--- src/rtl/harmonic_pkg.sv ---
// harmonic_pkg: shared constants, FSM state encoding, weight-profile codes and small helpers
// for the harmonic scheduler.
//
// Related build option: HARMONIC_OVERRUN_FLAG_EN (used in harmonic_scheduler) adds a sticky
// overrun output.
package harmonic_pkg;

    localparam int unsigned NUM_HARM = 3;   // voices per sample; weight table sized for 3
    localparam int unsigned PHASE_W  = 22;  // [21:20] quadrant, [19:10] address, [9:0] fraction
    localparam int unsigned STEP_W   = 20;
    localparam int unsigned ROM_AW   = 10;
    localparam int unsigned SAMPLE_W = 16;
    localparam int unsigned ACC_W    = 18;

    // Sequential encoding so the voice steps advance by +1.
    typedef logic [2:0] state_t;
    localparam state_t ST_IDLE  = 3'd0;
    localparam state_t ST_ADDR0 = 3'd1;
    localparam state_t ST_CAP0  = 3'd2;
    localparam state_t ST_ADDR1 = 3'd3;
    localparam state_t ST_CAP1  = 3'd4;
    localparam state_t ST_ADDR2 = 3'd5;
    localparam state_t ST_CAP2  = 3'd6;
    localparam state_t ST_DONE  = 3'd7;

    // Weight profiles, terms for voices 0/1/2.
    localparam logic [1:0] WGT_FUND  = 2'd0;  // 1,   0,   0
    localparam logic [1:0] WGT_EVEN  = 2'd1;  // 1/2, 1/4, 1/4
    localparam logic [1:0] WGT_SOFT  = 2'd2;  // 5/8, 1/4, 1/8
    localparam logic [1:0] WGT_OCT   = 2'd3;  // 1/4, 1/2, 1/4

    localparam logic signed [ACC_W-1:0] SAT_MAX = 18'sd32767;
    localparam logic signed [ACC_W-1:0] SAT_MIN = -18'sd32767;

    // Odd quadrants walk the quarter wave backwards.
    function automatic logic [ROM_AW-1:0] quad_addr(input logic q_odd,
                                                    input logic [ROM_AW-1:0] a);
        return q_odd ? ~a : a;
    endfunction

    function automatic logic [SAMPLE_W-1:0] saturate(input logic signed [ACC_W-1:0] a);
        logic signed [ACC_W-1:0] r;
        if (a > SAT_MAX) begin
            r = SAT_MAX;
        end else if (a < SAT_MIN) begin
            r = SAT_MIN;
        end else begin
            r = a;
        end
        return r[SAMPLE_W-1:0];
    endfunction

endpackage

--- src/rtl/harmonic_weight.sv ---
// harmonic_weight: combinational shift-add weighting of one signed voice term.
//   term_i      signed 18-bit term after quadrant sign
//   voice_i     voice index 0..2 (3 yields 0)
//   profile_i   weight profile select
//   weighted_o  weighted signed 18-bit term (arithmetic shifts, floor truncation)
module harmonic_weight
    import harmonic_pkg::*;
(
    input  logic signed [ACC_W-1:0] term_i,
    input  logic        [1:0]       voice_i,
    input  logic        [1:0]       profile_i,
    output logic signed [ACC_W-1:0] weighted_o
);

    logic signed [ACC_W-1:0] half;
    logic signed [ACC_W-1:0] quarter;
    logic signed [ACC_W-1:0] eighth;

    assign half    = term_i >>> 1;
    assign quarter = term_i >>> 2;
    assign eighth  = term_i >>> 3;

    always_comb begin
        weighted_o = '0;
        unique case (profile_i)
            WGT_FUND: begin
                if (voice_i == 2'd0) weighted_o = term_i;
            end
            WGT_EVEN: begin
                case (voice_i)
                    2'd0:    weighted_o = half;
                    2'd1:    weighted_o = quarter;
                    2'd2:    weighted_o = quarter;
                    default: weighted_o = '0;
                endcase
            end
            WGT_SOFT: begin
                case (voice_i)
                    2'd0:    weighted_o = half + eighth;  // 5/8 as 1/2 + 1/8
                    2'd1:    weighted_o = quarter;
                    2'd2:    weighted_o = eighth;
                    default: weighted_o = '0;
                endcase
            end
            WGT_OCT: begin
                case (voice_i)
                    2'd0:    weighted_o = quarter;
                    2'd1:    weighted_o = half;
                    2'd2:    weighted_o = quarter;
                    default: weighted_o = '0;
                endcase
            end
            default: weighted_o = '0;
        endcase
    end

endmodule

--- src/rtl/harmonic_scheduler.sv ---
// harmonic_scheduler: shares one quarter-wave sine ROM (1-cycle latency) across three harmonic
// phase accumulators (1x, 2x, 3x) and mixes them into one saturated signed sample per tick.
//   clk, reset (async, active low)
//   play_enable, generate_next_sample  start a sequence when both high and not busy
//   note_start     zeroes phases (deferred to the end of an in-flight sequence)
//   step_size      fundamental phase increment; weight selects the mix profile
//   rom_addr/rom_data  shared ROM port
//   sample_out, sample_ready, busy
//   overrun        only with HARMONIC_OVERRUN_FLAG_EN: sticky, set by a pulse while busy
module harmonic_scheduler
    import harmonic_pkg::*;
(
    input  logic                clk,
    input  logic                reset,
    input  logic                play_enable,
    input  logic                generate_next_sample,
    input  logic                note_start,
    input  logic [STEP_W-1:0]   step_size,
    input  logic [1:0]          weight,
    output logic [ROM_AW-1:0]   rom_addr,
    input  logic [SAMPLE_W-1:0] rom_data,
    output logic [SAMPLE_W-1:0] sample_out,
    output logic                sample_ready,
    output logic                busy
`ifdef HARMONIC_OVERRUN_FLAG_EN
    ,
    output logic                overrun
`endif
);

    state_t                  state_q, state_d;
    logic [PHASE_W-1:0]      phase_q [NUM_HARM];
    logic [PHASE_W-1:0]      phase_d [NUM_HARM];
    logic [STEP_W-1:0]       step_q, step_d;
    logic [1:0]              weight_q, weight_d;
    logic signed [ACC_W-1:0] acc_q, acc_d;
    logic [SAMPLE_W-1:0]     sample_q, sample_d;
    logic                    ready_q, ready_d;
    logic                    pending_q, pending_d;

    logic [1:0]              voice;
    logic                    is_addr;
    logic                    is_cap;
    logic [PHASE_W-1:0]      cur_phase;
    logic [PHASE_W-1:0]      cur_step;
    logic signed [ACC_W-1:0] data_ext;
    logic signed [ACC_W-1:0] rom_term;
    logic signed [ACC_W-1:0] weighted;
    logic                    start;

    always_comb begin
        voice   = 2'd0;
        is_addr = 1'b0;
        is_cap  = 1'b0;
        case (state_q)
            ST_ADDR0: begin voice = 2'd0; is_addr = 1'b1; end
            ST_CAP0:  begin voice = 2'd0; is_cap  = 1'b1; end
            ST_ADDR1: begin voice = 2'd1; is_addr = 1'b1; end
            ST_CAP1:  begin voice = 2'd1; is_cap  = 1'b1; end
            ST_ADDR2: begin voice = 2'd2; is_addr = 1'b1; end
            ST_CAP2:  begin voice = 2'd2; is_cap  = 1'b1; end
            default:  ;
        endcase
    end

    always_comb begin
        cur_phase = phase_q[0];
        cur_step  = PHASE_W'(step_q);
        case (voice)
            2'd1: begin
                cur_phase = phase_q[1];
                cur_step  = PHASE_W'({step_q, 1'b0});
            end
            2'd2: begin
                cur_phase = phase_q[2];
                cur_step  = PHASE_W'(step_q) + PHASE_W'({step_q, 1'b0});
            end
            default: ;
        endcase
    end

    assign rom_addr = is_addr ? quad_addr(cur_phase[PHASE_W-2], cur_phase[PHASE_W-3 -: ROM_AW])
                              : '0;

    // Phase is unchanged during CAPv, so its quadrant still matches the data being returned.
    assign data_ext = $signed(ACC_W'(rom_data));
    assign rom_term = cur_phase[PHASE_W-1] ? -data_ext : data_ext;

    harmonic_weight u_weight (
        .term_i     (rom_term),
        .voice_i    (voice),
        .profile_i  (weight_q),
        .weighted_o (weighted)
    );

    assign busy  = (state_q != ST_IDLE) || ready_q;
    assign start = !busy && generate_next_sample && play_enable;

    always_comb begin
        state_d   = state_q;
        phase_d   = phase_q;
        step_d    = step_q;
        weight_d  = weight_q;
        acc_d     = acc_q;
        sample_d  = sample_q;
        ready_d   = 1'b0;
        pending_d = pending_q;

        if (state_q == ST_IDLE) begin
            if (note_start) begin
                for (int unsigned v = 0; v < NUM_HARM; v++) phase_d[v] = '0;
            end
            if (start) begin
                step_d   = step_size;
                weight_d = weight;
                acc_d    = '0;
                state_d  = ST_ADDR0;
            end
        end else begin
            if (note_start) pending_d = 1'b1;
            if (is_cap) begin
                acc_d = acc_q + weighted;
                case (voice)
                    2'd0:    phase_d[0] = cur_phase + cur_step;
                    2'd1:    phase_d[1] = cur_phase + cur_step;
                    default: phase_d[2] = cur_phase + cur_step;
                endcase
            end
            if (state_q == ST_DONE) begin
                state_d  = ST_IDLE;
                sample_d = saturate(acc_q);
                ready_d  = 1'b1;
                if (pending_q || note_start) begin
                    for (int unsigned v = 0; v < NUM_HARM; v++) phase_d[v] = '0;
                    pending_d = 1'b0;
                end
            end else begin
                state_d = state_q + 3'd1;
            end
        end
    end

    always_ff @(posedge clk or negedge reset) begin
        if (!reset) begin
            state_q   <= ST_IDLE;
            for (int unsigned v = 0; v < NUM_HARM; v++) phase_q[v] <= '0;
            step_q    <= '0;
            weight_q  <= '0;
            acc_q     <= '0;
            sample_q  <= '0;
            ready_q   <= 1'b0;
            pending_q <= 1'b0;
        end else begin
            state_q   <= state_d;
            phase_q   <= phase_d;
            step_q    <= step_d;
            weight_q  <= weight_d;
            acc_q     <= acc_d;
            sample_q  <= sample_d;
            ready_q   <= ready_d;
            pending_q <= pending_d;
        end
    end

    assign sample_out   = sample_q;
    assign sample_ready = ready_q;

`ifdef HARMONIC_OVERRUN_FLAG_EN
    logic overrun_q, overrun_d;

    assign overrun_d = overrun_q | (generate_next_sample & play_enable & busy);

    always_ff @(posedge clk or negedge reset) begin
        if (!reset) begin
            overrun_q <= 1'b0;
        end else begin
            overrun_q <= overrun_d;
        end
    end

    assign overrun = overrun_q;
`endif

endmodule

--- config.mk ---
export PLATFORM = sky130hd
export DESIGN_NAME = harmonic_scheduler
export DESIGN_NICKNAME = d
export VERILOG_FILES = /design/src/rtl/harmonic_pkg.sv /design/src/rtl/harmonic_weight.sv /design/src/rtl/harmonic_scheduler.sv
export SDC_FILE = /design/constraint.sdc
export NUM_CORES = 1
export LEC_CHECK = 0
export CAP_MARGIN = 20
export CORE_ASPECT_RATIO = 1.25
export CORE_MARGIN = 10
export CORE_UTILIZATION = 55
export DETAILED_ROUTE_END_ITERATION = 8
export PLACE_DENSITY = 0.82
export SYNTH_ARGS = -nofsm -noshare
export SYNTH_HDL_FRONTEND = slang
export SYNTH_HIERARCHICAL = 1
export SYNTH_SLANG_ARGS = --single-unit
--- constraint.sdc ---
create_clock -name clk -period 8.5 [get_ports clk]
set_input_delay 0.85 -clock clk [delete_from_list [all_inputs] [get_ports clk]]
set_output_delay 0.85 -clock clk [all_outputs]
set_load 0.005 [all_outputs]
==> metrics.log <==
[metrics] fraction of layout instances using a drive strength above 1: under 10%
[metrics] dominant combinational cell family by area after synthesis: compound AO/OA/AOI/OAI gates
[metrics] Std-Cell Rows: 57
[metrics] Die Span Y: 178 um
[metrics] synthesized-area fraction occupied by xor and xnor cells: 5.98%
[metrics] setup tns final: 0 ns
[metrics] path category of the worst min-delay check: input port to async pin
[metrics] clock skew after layout: between 0.009 and 0.01 ns
[metrics] synthesized flop and latch total: about 130
[metrics] depth of the CTS H-tree: 4
[metrics] Gate Count Post-Synth: 1300
[metrics] number of hold buffers added after cts: 0
[metrics] Post-Synthesis Net Count: 1436
[metrics] total instance count after detailed placement: about 1600
[metrics] effective utilization at floorplan: a little under three fifths
[metrics] first-iteration detailed-routing DRC count: 930
[metrics] count of filler cells inserted in the layout: about 1600
[metrics] vias in the first global route: 10693
[metrics] NumNets Final: 1469
[metrics] sort of element at the end of the critical path: flip-flop
[metrics] busiest layer in global routing: met2
[metrics] met3 global-route usage: between 4 and 5%
[metrics] top cells by area, synth: sky130_fd_sc_hd__dfrtp_1 29%, sky130_fd_sc_hd__ha_1 10%, sky130_fd_sc_hd__nand2_1 4.6%
[metrics] most common library cells after synthesis: 133 x sky130_fd_sc_hd__nand2_1, 127 x sky130_fd_sc_hd__dfrtp_1, 89 x sky130_fd_sc_hd__ha_1, 84 x sky130_fd_sc_hd__a21oi_1, 82 x sky130_fd_sc_hd__o21ai_0
[metrics] number of library cell types mapped by synthesis: 79
[metrics] multiplexer share of the synthesized area: 1.71%
[metrics] CTS root buf: sky130_fd_sc_hd__clkbuf_16
[metrics] average wire length per cell after detail routing: 20.0 um
[metrics] Tightest Pin Transition: roughly 1.1 ns
[metrics] maximum root-to-sink buffer count: 2
[metrics] complex-gate fraction of the synthesized area: about a third
[metrics] flip-flop cell with the highest count after synthesis: sky130_fd_sc_hd__dfrtp_1
[metrics] proportion of netlist area held by the largest area contributor: about 29%
[metrics] total half-perimeter wirelength after legalization and detailed placement: approximately 22 mm
[metrics] overall die area: ~26000 um^2
[metrics] max-slew violation count: 0
[metrics] cell type with the highest aggregate area in the netlist: sky130_fd_sc_hd__dfrtp_1
[metrics] Total Routed Length: between 30 and 40 mm
[metrics] remaining routing DRC violations: 0
[metrics] number of hold violations in the final report: 0
[metrics] standard cell core area: 19500 um^2
[metrics] GPL Wtd Cong: approximately 0.97
[metrics] number of top-level pins: 71
[metrics] antenna violations before repair: 0
[metrics] antenna violation net count after detailed routing: 0
[metrics] met2 capacity usage during global routing: ~44%
[metrics] Synth Area in Adders: 10.9%
[metrics] launching element type of the critical path: flip-flop
[metrics] CTS tree: built
[metrics] cell with the most instances after synthesis: sky130_fd_sc_hd__nand2_1
[metrics] outcome: complete, no violations
[metrics] clock-pin slew reported for the worst setup and hold paths after clock tree synthesis: approximately 0.060 ns
[metrics] critical path's slowest cell: sky130_fd_sc_hd__xnor2_1
[metrics] required time of the critical path: 8.76 ns
[metrics] Relative slew margins: a little over a quarter
[metrics] fraction of registers with async set or reset after synthesis: 100%
[metrics] ANT cells: 0
[metrics] setup fix buffers added after clock tree synthesis: 0
[metrics] final-report setup violation count: 0
[metrics] library cell appearing most often on the critical path: sky130_fd_sc_hd__ha_1
[metrics] global-route met1 utilization: 26.6%
[metrics] Synth-to-Final Area Change: 14.3%
[metrics] synthesized area: between 10000 and 15000 um^2
[metrics] mean area per synthesized cell: roughly 8.4 um^2
[metrics] pin count of the biggest net entering global routing: 73
[metrics] maximum clock rate: around 0.15 GHz
[metrics] family with the most delay on the worst path: compound AO/OA/AOI/OAI gates
[metrics] final cycle utilization of the critical path: just under 80%
[metrics] global-route wire length before repair: between 50 and 60 mm
[metrics] number of sinks on the clock net: between 100 and 150
[metrics] final std cells w/o fill: between 1500 and 2000
[metrics] overflow left after global routing: 0
[metrics] Via Count: approximately 11000
[metrics] post-route worst hold slack: between 0.4 and 0.5 ns
[metrics] horizontal extent of the die: 146 um
[metrics] vias per inst: about 6.6
[metrics] first drt pass iteration count: 6
[metrics] Critical Path AT: about 6.9 ns
[metrics] Crit path largest cell delay: 0.59 ns
[metrics] worst-path fanout max: 39
[metrics] CTS Buf Count: 17
[metrics] number of max-cap violations: 0
[metrics] WP buf/inv: 5
[metrics] CTS resizes: 0
[metrics] total global-route track usage: ~25%
[metrics] sequential-to-total area share from yosys stat: between 20% and 30%
[metrics] final critical path time including I/O delays and setup: approximately 6.7 ns
[metrics] area share of and/or/nand/nor cells after synthesis: 13.9%
[metrics] clock latency of the later-clocked register in the worst-skew pair: approximately 0.44 ns
[metrics] RSZ-0062 raised after global routing: false
[metrics] Setup CP Type: flip-flop to flip-flop
[metrics] PortBufs: 70
[metrics] number of warnings reported in the yosys synthesis log: 6
[metrics] number of enable flip-flop cells after synthesis: 0
-- metal layers --
layer	up-vias	share of wire [%]
met5	-	0
met4	0	5.8
met3	136	5.8
met2	453	51
met1	5104	37
li1	4943	-
-- registers in the layout (all words and copies together) (netlist names) --
signal and count:
acc_q 18, pending_q 1, phase_q 66, sample_out 16, sample_ready 1, state_q 3, step_q 20, weight_q 2
-- path summary, 6_finish.rpt --
path	from	end	slack, ns	cells after the start
max	state_q[0]	acc_q[14]	1.82	28
min	reset	sample_out[14]	0.47	1
max reg2reg	state_q[0]	acc_q[14]	1.82	28
min reg2reg	phase_q[24]	phase_q[24]	0.47	2
max in group asynchronous	reset	step_q[1]	6.60	2
min in group clk	phase_q[24]	phase_q[24]	0.48	2
-- metrics by stage --
| step | utilization [%] | area [um^2] | worst slack [ns] |
|---|---|---|---|
| after CTS | 64.1 | 12500 | 1.95 |
| final | 64.1 | 12500 | 1.82 |
| after floorplan | - | 10900 | 2.62 |
| after detailed placement | 60.7 | 11800 | 1.96 |
| after global routing | 64.1 | 12500 | 1.33 |
| after global placement | 60.7 | 11800 | 2.26 |
-- layout by cell type (no fill, tap or decap), drive strengths merged, types with 8 or more instances in the layout --
cell type	instances
nor2	72
nand2b	16
clkbuf	17
a221oi	20
o31ai	12
dfrtp	127
xor2	20
a22oi	58
xnor2	52
nor3	23
o21a	20
ha	89
buf	17
clkdlybuf4s50	69
a31oi	9
o22ai	35
nand2	134
nor4	8
nor2b	19
a22o	54
nand4	10
a21o	29
o211ai	12
inv	68
a21oi	86
nand3	19
a211oi	12
o21ai	108
o21bai	16
mux2	13
-- kinds of logic after synthesis --
logic type               Yosys count
AO/OA/AOI/OAI                    525
AND/OR/NAND/NOR                  328
buffers and inverters            137
flip-flops                       127
adder cells (fa/ha/maj)           93
XOR/XNOR                          73
multiplexers                      17
-- final cells by class --
class	instances	area, um^2	area share (%)
clock buffers	17	425	3.41
multi-input cells	1036	7240	58.0
flip-flops and latches	127	3180	25.5
repair buffers	86	818	6.56
well taps	265	332	2.66
inverters	65	244	1.96
clock inverters	14	238	1.91
Power is left out: the tool's default activity adds up to more than one toggle a clock period on the data nets, which glitch-free logic cannot reach.
==> edit 1, RTL diff (config.mk and constraints unchanged) <==
Set the package constant `ROM_AW` to 11 (it was 10).
--- a/src/rtl/harmonic_pkg.sv
+++ b/src/rtl/harmonic_pkg.sv
@@ -10,3 +10,3 @@
     localparam int unsigned STEP_W   = 20;
-    localparam int unsigned ROM_AW   = 10;
+    localparam int unsigned ROM_AW   = 11;
     localparam int unsigned SAMPLE_W = 16;
Ports: changed (resized rom_addr); port bits go from 71 to 72. No check against the original RTL was run, so the function may have changed too.
==> edit 1 against the unedited design <==
Count of clock-buffer cells in the layout unchanged. Cell area decreased by 1.8%. Worst setup slack improved by 0.23 ns. Area after synthesis decreased by 1.2%. Sequential cell count unchanged. Sequential share of layout area increased by 0.46 points. Core utilization decreased by 0.66 points. Wire length decreased by 5.1%.
Power is left out: the tool's default activity adds up to more than one toggle a clock period on the data nets, which glitch-free logic cannot reach.
==> edit 1: results (changes against the unedited design) <==
Status
  – Status: finished, final reports clean

Routing
  – DR pass1 iterations: 7 (+1)
  – Routed length per instance: 18.89 um (-5.5%)
  – DR WL met3: 1.718 mm (-7.8%)
  – Met1 WL: 11.88 mm (-1.1%)
  – Drt total wl: 30.55 mm (-5.1%)
  – Post-route ant nets: 0 (unchanged)
  – Initial DRC count: 998 (+7.3%)
  – DR vias/cell: 6.396 (-3.2%)
  – Met2 routed WL: 15.81 mm (-3.9%)

STA
  – Hold slack: 0.4848 ns (+0.009883 ns)
  – Min Tclk post-route: 6.446 ns (-0.2310 ns)
  – Clk_skew: 0.008891 ns (-0.0004895 ns)
  – Worst slew pin tran: 1.108 ns (-0.002014 ns)
  – Slew Viols, Final: 0 (unchanged)

Global routing
  – Met3 Track Usage GR: 3.662% (-0.92 points)
  – First-pass GRT wire length: 50.21 mm (-5.8%)
  – Met2 Usage GRT: 41.95% (-2.4 points)
  – Met1 GRT Util: 26.61% (+0.039 points)
  – Largest net degree at the start of global routing: 78 (+6.8%)
  – Number of global-route vias before repair: 10,030 (-6.2%)
  – Total track usage: 23.38% (-1.4 points)

Synth
  – XOR/XNOR Fraction of Synth Area: 6.418% (+0.44 points)
  – Synth Area in Adders: 11.07% (+0.14 points)
  – Sequential area share after synthesis: 29.48% (+0.37 points)
  – Top cells by area, synth: dfrtp_1, ha_1, nand2_1
  – Post-synth top cells: nand2_1, dfrtp_1, o21ai_0, ha_1, a21oi_1
  – Synthesized Nets: 1,444 (+0.56%)
  – EDFF count, synth: 0 (unchanged)
  – Post-synthesis average cell area: 8.243 sq um (-1.9%)
  – Post-synthesis mux area share: 0.5919% (-1.1 points)
  – Post-synthesis compound-gate area fraction: 33.02% (-0.60 points)
  – Synth unique cells: 85 (+7.6%)

Placement
  – DP HPWL: 21.81 mm (-1.6%)
  – DP Cell Count: 1,585 (+0.38%)
  – Port Buffer Count: 71 (+1.4%)
  – GPL Wtd Cong: 0.9969 (+2.6%)
  – Cell Area, Placed: 0.01165 sq mm (-1.3%)

Setup path
  – Worst Setup EP: acc_q[16]
  – Slowest-stage cell, CP: xor2_1
  – Slowest stage delay, CP: 0.62 ns (+0.03 ns)
  – Reg2reg path depth: 24 (-14%)
  – Worst-path fanout max: 10 (-74%)
  – R2r setup slk: 2.05 ns (+0.23 ns)
  – Crit path DAT: 6.76 ns (-0.18 ns)

Cells and area
  – Nets: 1,475 (+0.41%)
  – Layout cell share with drive strength beyond 1: 5.991% (-0.63 points)
  – Final Util: 63.41% (-0.66 points)
  – Number of fill cells: 1,662 (+4.5%)

Min path
  – Hold Path Class: flop to flop
==> edit 1: cell types whose count changed in the layout (fill, tap and decap cells not counted), moves of 8 or more <==
cell	change
a22o_1	-8
inv_1	-12
mux2_2	-10
nand2_1	+45
nand3_1	+11
nor2_1	-8
o21ai_0	+37
o21ai_1	-8
o21bai_1	-8
o22ai_1	-15
xor2_1	+9
==> edit 1: worst max-delay path, delay by kind of cell (launching register included) <==
kind / cells / cell delay, ns
DFF: 1 / 0.42
xor gates and xnor gates: 1 / 0.62
adders and majority gates: 4 / 1.22
and+or+nand+nor: 3 / 0.66
buffers and inverters: 2 / 0.19
AOI/OAI and AO/OA: 14 / 3.22
==> edit 1: layout make-up <==
type                    count  area share (%)
flip-flops and latches    127           25.93
repair buffers             85           6.636
clock inverters            15           1.429
well taps                 265           2.705
clock buffers              17           3.471
inverters                  53           1.623
multi-input cells        1055           58.20
==> edit 2, RTL diff (same flow settings) <==
Made on the original files. `sample_q` no longer has a reset.
--- a/src/rtl/harmonic_scheduler.sv
+++ b/src/rtl/harmonic_scheduler.sv
@@ -149,3 +149,2 @@
             acc_q     <= '0;
-            sample_q  <= '0;
             ready_q   <= 1'b0;
@@ -158,3 +157,2 @@
             acc_q     <= acc_d;
-            sample_q  <= sample_d;
             ready_q   <= ready_d;
@@ -162,2 +160,6 @@
         end
+    end
+
+    always_ff @(posedge clk) begin
+        sample_q <= sample_d;
     end
Formal check against the unedited RTL: not equivalent (a bounded check fails within 10 cycles, from zero or initial values and one cycle with reset low; the reset may be asserted at any time).
==> edit 2 against the unedited design <==
Synthesized cell count rose by 2.2%. Area after synthesis increased by 0.69%. First-iteration DRC count is 0.22% higher. Largest cell class unchanged. Worst setup slack worse by 0.047 ns. Wire length down 0.85%. Cell area grew 0.20%. Core utilization down 0.11 points. Sequential cell count did not move.
Power is left out: the tool's default activity adds up to more than one toggle a clock period on the data nets, which glitch-free logic cannot reach.
==> edit 2: results (changes against the unedited design) <==
Synth
  – Synthesized Nets: 1,464 (+1.9%)
  – Most used flip-flop cell after synthesis: dfrtp_1
  – Sequential area share after synthesis: 29.64% (+0.53 points)
  – Post-synth top cells: nand2_1, o21ai_0, dfrtp_1, a21oi_1, ha_1
  – Synth warn: 6 (unchanged)
  – Synth unique cells: 78 (-1.3%)
  – Async set or reset register ratio after synthesis: 87.40% (-13 points)
  – EDFF count, synth: 16 (+16)
  – Top cells by area, synth: dfrtp_1, ha_1, nand2_1

Global routing
  – Antenna violations before repair: 0 (unchanged)
  – Largest net degree at the start of global routing: 76 (+4.1%)
  – First-pass GRT wire length: 52.72 mm (-1.1%)
  – Number of global-route vias before repair: 10,740 (+0.46%)
  – Total track usage: 24.19% (-0.57 points)

Clock tree
  – Clk slew on worst S/H paths: 0.06 ns (about the same)
  – Post-CTS Setup Bufs: 0 (unchanged)
  – CTS root buf: clkbuf_16
  – Clk Latency, worst-skew pair: 0.44 ns (about the same)
  – H-Tree Depth: 4 (unchanged)
  – TritonCTS Buffers: 17 (unchanged)
  – Deepest clock path buffer count: 2 (unchanged)
  – PostCTS Resize Cnt: 0 (unchanged)

Cells and area
  – Number of fill cells: 1,710 (+7.5%)
  – Diode count: 0 (unchanged)
  – Layout cell share with drive strength beyond 1: 5.531% (-1.1 points)
  – Top Registers: phase_q: 66 flops, step_q: 20 flops, acc_q: 18 flops

STA
  – Slew margin rel.: 34.72% (+8.7 points)
  – Clk_skew: 0.007277 ns (-0.002104 ns)
  – Hold Fails Final Rpt: 0 (unchanged)

Setup path
  – Critical Setup Path Class: flop to flop
  – Worst-path fanout max: 34 (-13%)
  – R2r setup slk: 1.78 ns (-0.05 ns)
  – CP top delay family: compound AO/OA/AOI/OAI gates
  – Slowest stage delay, CP: 0.52 ns (-0.07 ns)
  – Slowest-stage cell, CP: xnor2_1
  – Crit path DAT: 7.04 ns (+0.10 ns)
  – Worst r2r src: state_q[0]

Routing
  – DR vias/cell: 6.557 (-0.74%)
  – DR pass1 iterations: 5 (-1)
  – Routed length per instance: 19.46 um (-2.6%)
  – Initial DRC count: 932 (+0.22%)

Status
  – Status: finished, final reports clean

Placement
  – Port Buffer Count: 70 (unchanged)
  – DP HPWL: 22.45 mm (+1.3%)
  – GPL Wtd Cong: 0.9850 (+1.4%)

Min path
  – Hold Path Class: primary input to asynchronous set/reset pin
[edit 2: area by class of cell]
cell class              instances  area share, %
multi-input cells            1088          58.47
flip-flops and latches        127          26.07
repair buffers                 88          6.667
clock buffers                  19          3.463
well taps                     265          2.653
clock inverters                13          1.512
inverters                      39          1.171
[edit 2: worst register-to-register path, stage by stage (launching register included)]
cell,delay (ns)
dfrtp_1,0.43
inv_1,0.10
ha_1,0.28
o21ai_0,0.26
inv_1,0.12
ha_1,0.15
buf_4,0.38
a22oi_1,0.16
o21ai_0,0.40
o31ai_1,0.17
xnor2_1,0.52
ha_1,0.32
inv_1,0.07
fa_1,0.39
and2b_1,0.24
o31ai_2,0.09
a31o_4,0.25
a311oi_4,0.29
o311ai_1,0.19
ha_1,0.44
a21o_1,0.23
a211oi_1,0.31
o21a_1,0.21
nor2_1,0.07
and3_1,0.20
nor4_1,0.26
nor3_1,0.09
[edit 2: logic make-up (layout without fill, tap and decap cells)]
group / Yosys count / after routing / share of synthesized area (%)
flip-flops: 127 / 127 / 29.64
AND/OR/NAND/NOR: 388 / 388 / 16.04
multiplexers: 10 / 10 / 0.9447
buffers and inverters: 113 / 159 / 3.938
AO/OA/AOI/OAI: 524 / 524 / 32.64
adder cells (fa/ha/maj): 93 / 93 / 10.86
XOR/XNOR: 73 / 73 / 5.941
[edit 2: metal layers]
metal	up-vias	GRT usage [%]	share of wire, %
met4	0	13.91	5.0
met1	5132	25.94	38
met2	466	43.98	51
li1	5033	-	-
met5	-	0	0
met3	116	4.360	5.8
[edit 2: stage by stage]
step / instances / util (%) / cell area [sq um] / worst slack (ns) / hold WS [ns]
5_1_grt: 1639 / 63.96 / 12500 / 1.223 / 0.4431
3_3_place_gp: 1607 / 60.78 / 11880 / 2.108 / 0.4613
4_1_cts: 1639 / 63.96 / 12500 / 1.813 / 0.4200
3_5_place_dp: 1607 / 60.78 / 11880 / 1.845 / 0.4709
6_report: 1639 / 63.96 / 12500 / 1.775 / 0.4030
2_1_floorplan: 1328 / - / 10990 / 2.543 / 0.4403
[edit 2: worst paths after layout]
check | cells past startpoint | to
max in group asynchronous | 2 | phase_q[57]
setup reg to reg | 26 | acc_q[17]
hold / removal | 1 | weight_q[1]
hold reg to reg | 2 | phase_q[11]
setup / recovery | 26 | acc_q[17]
min in group clk | 2 | phase_q[11]
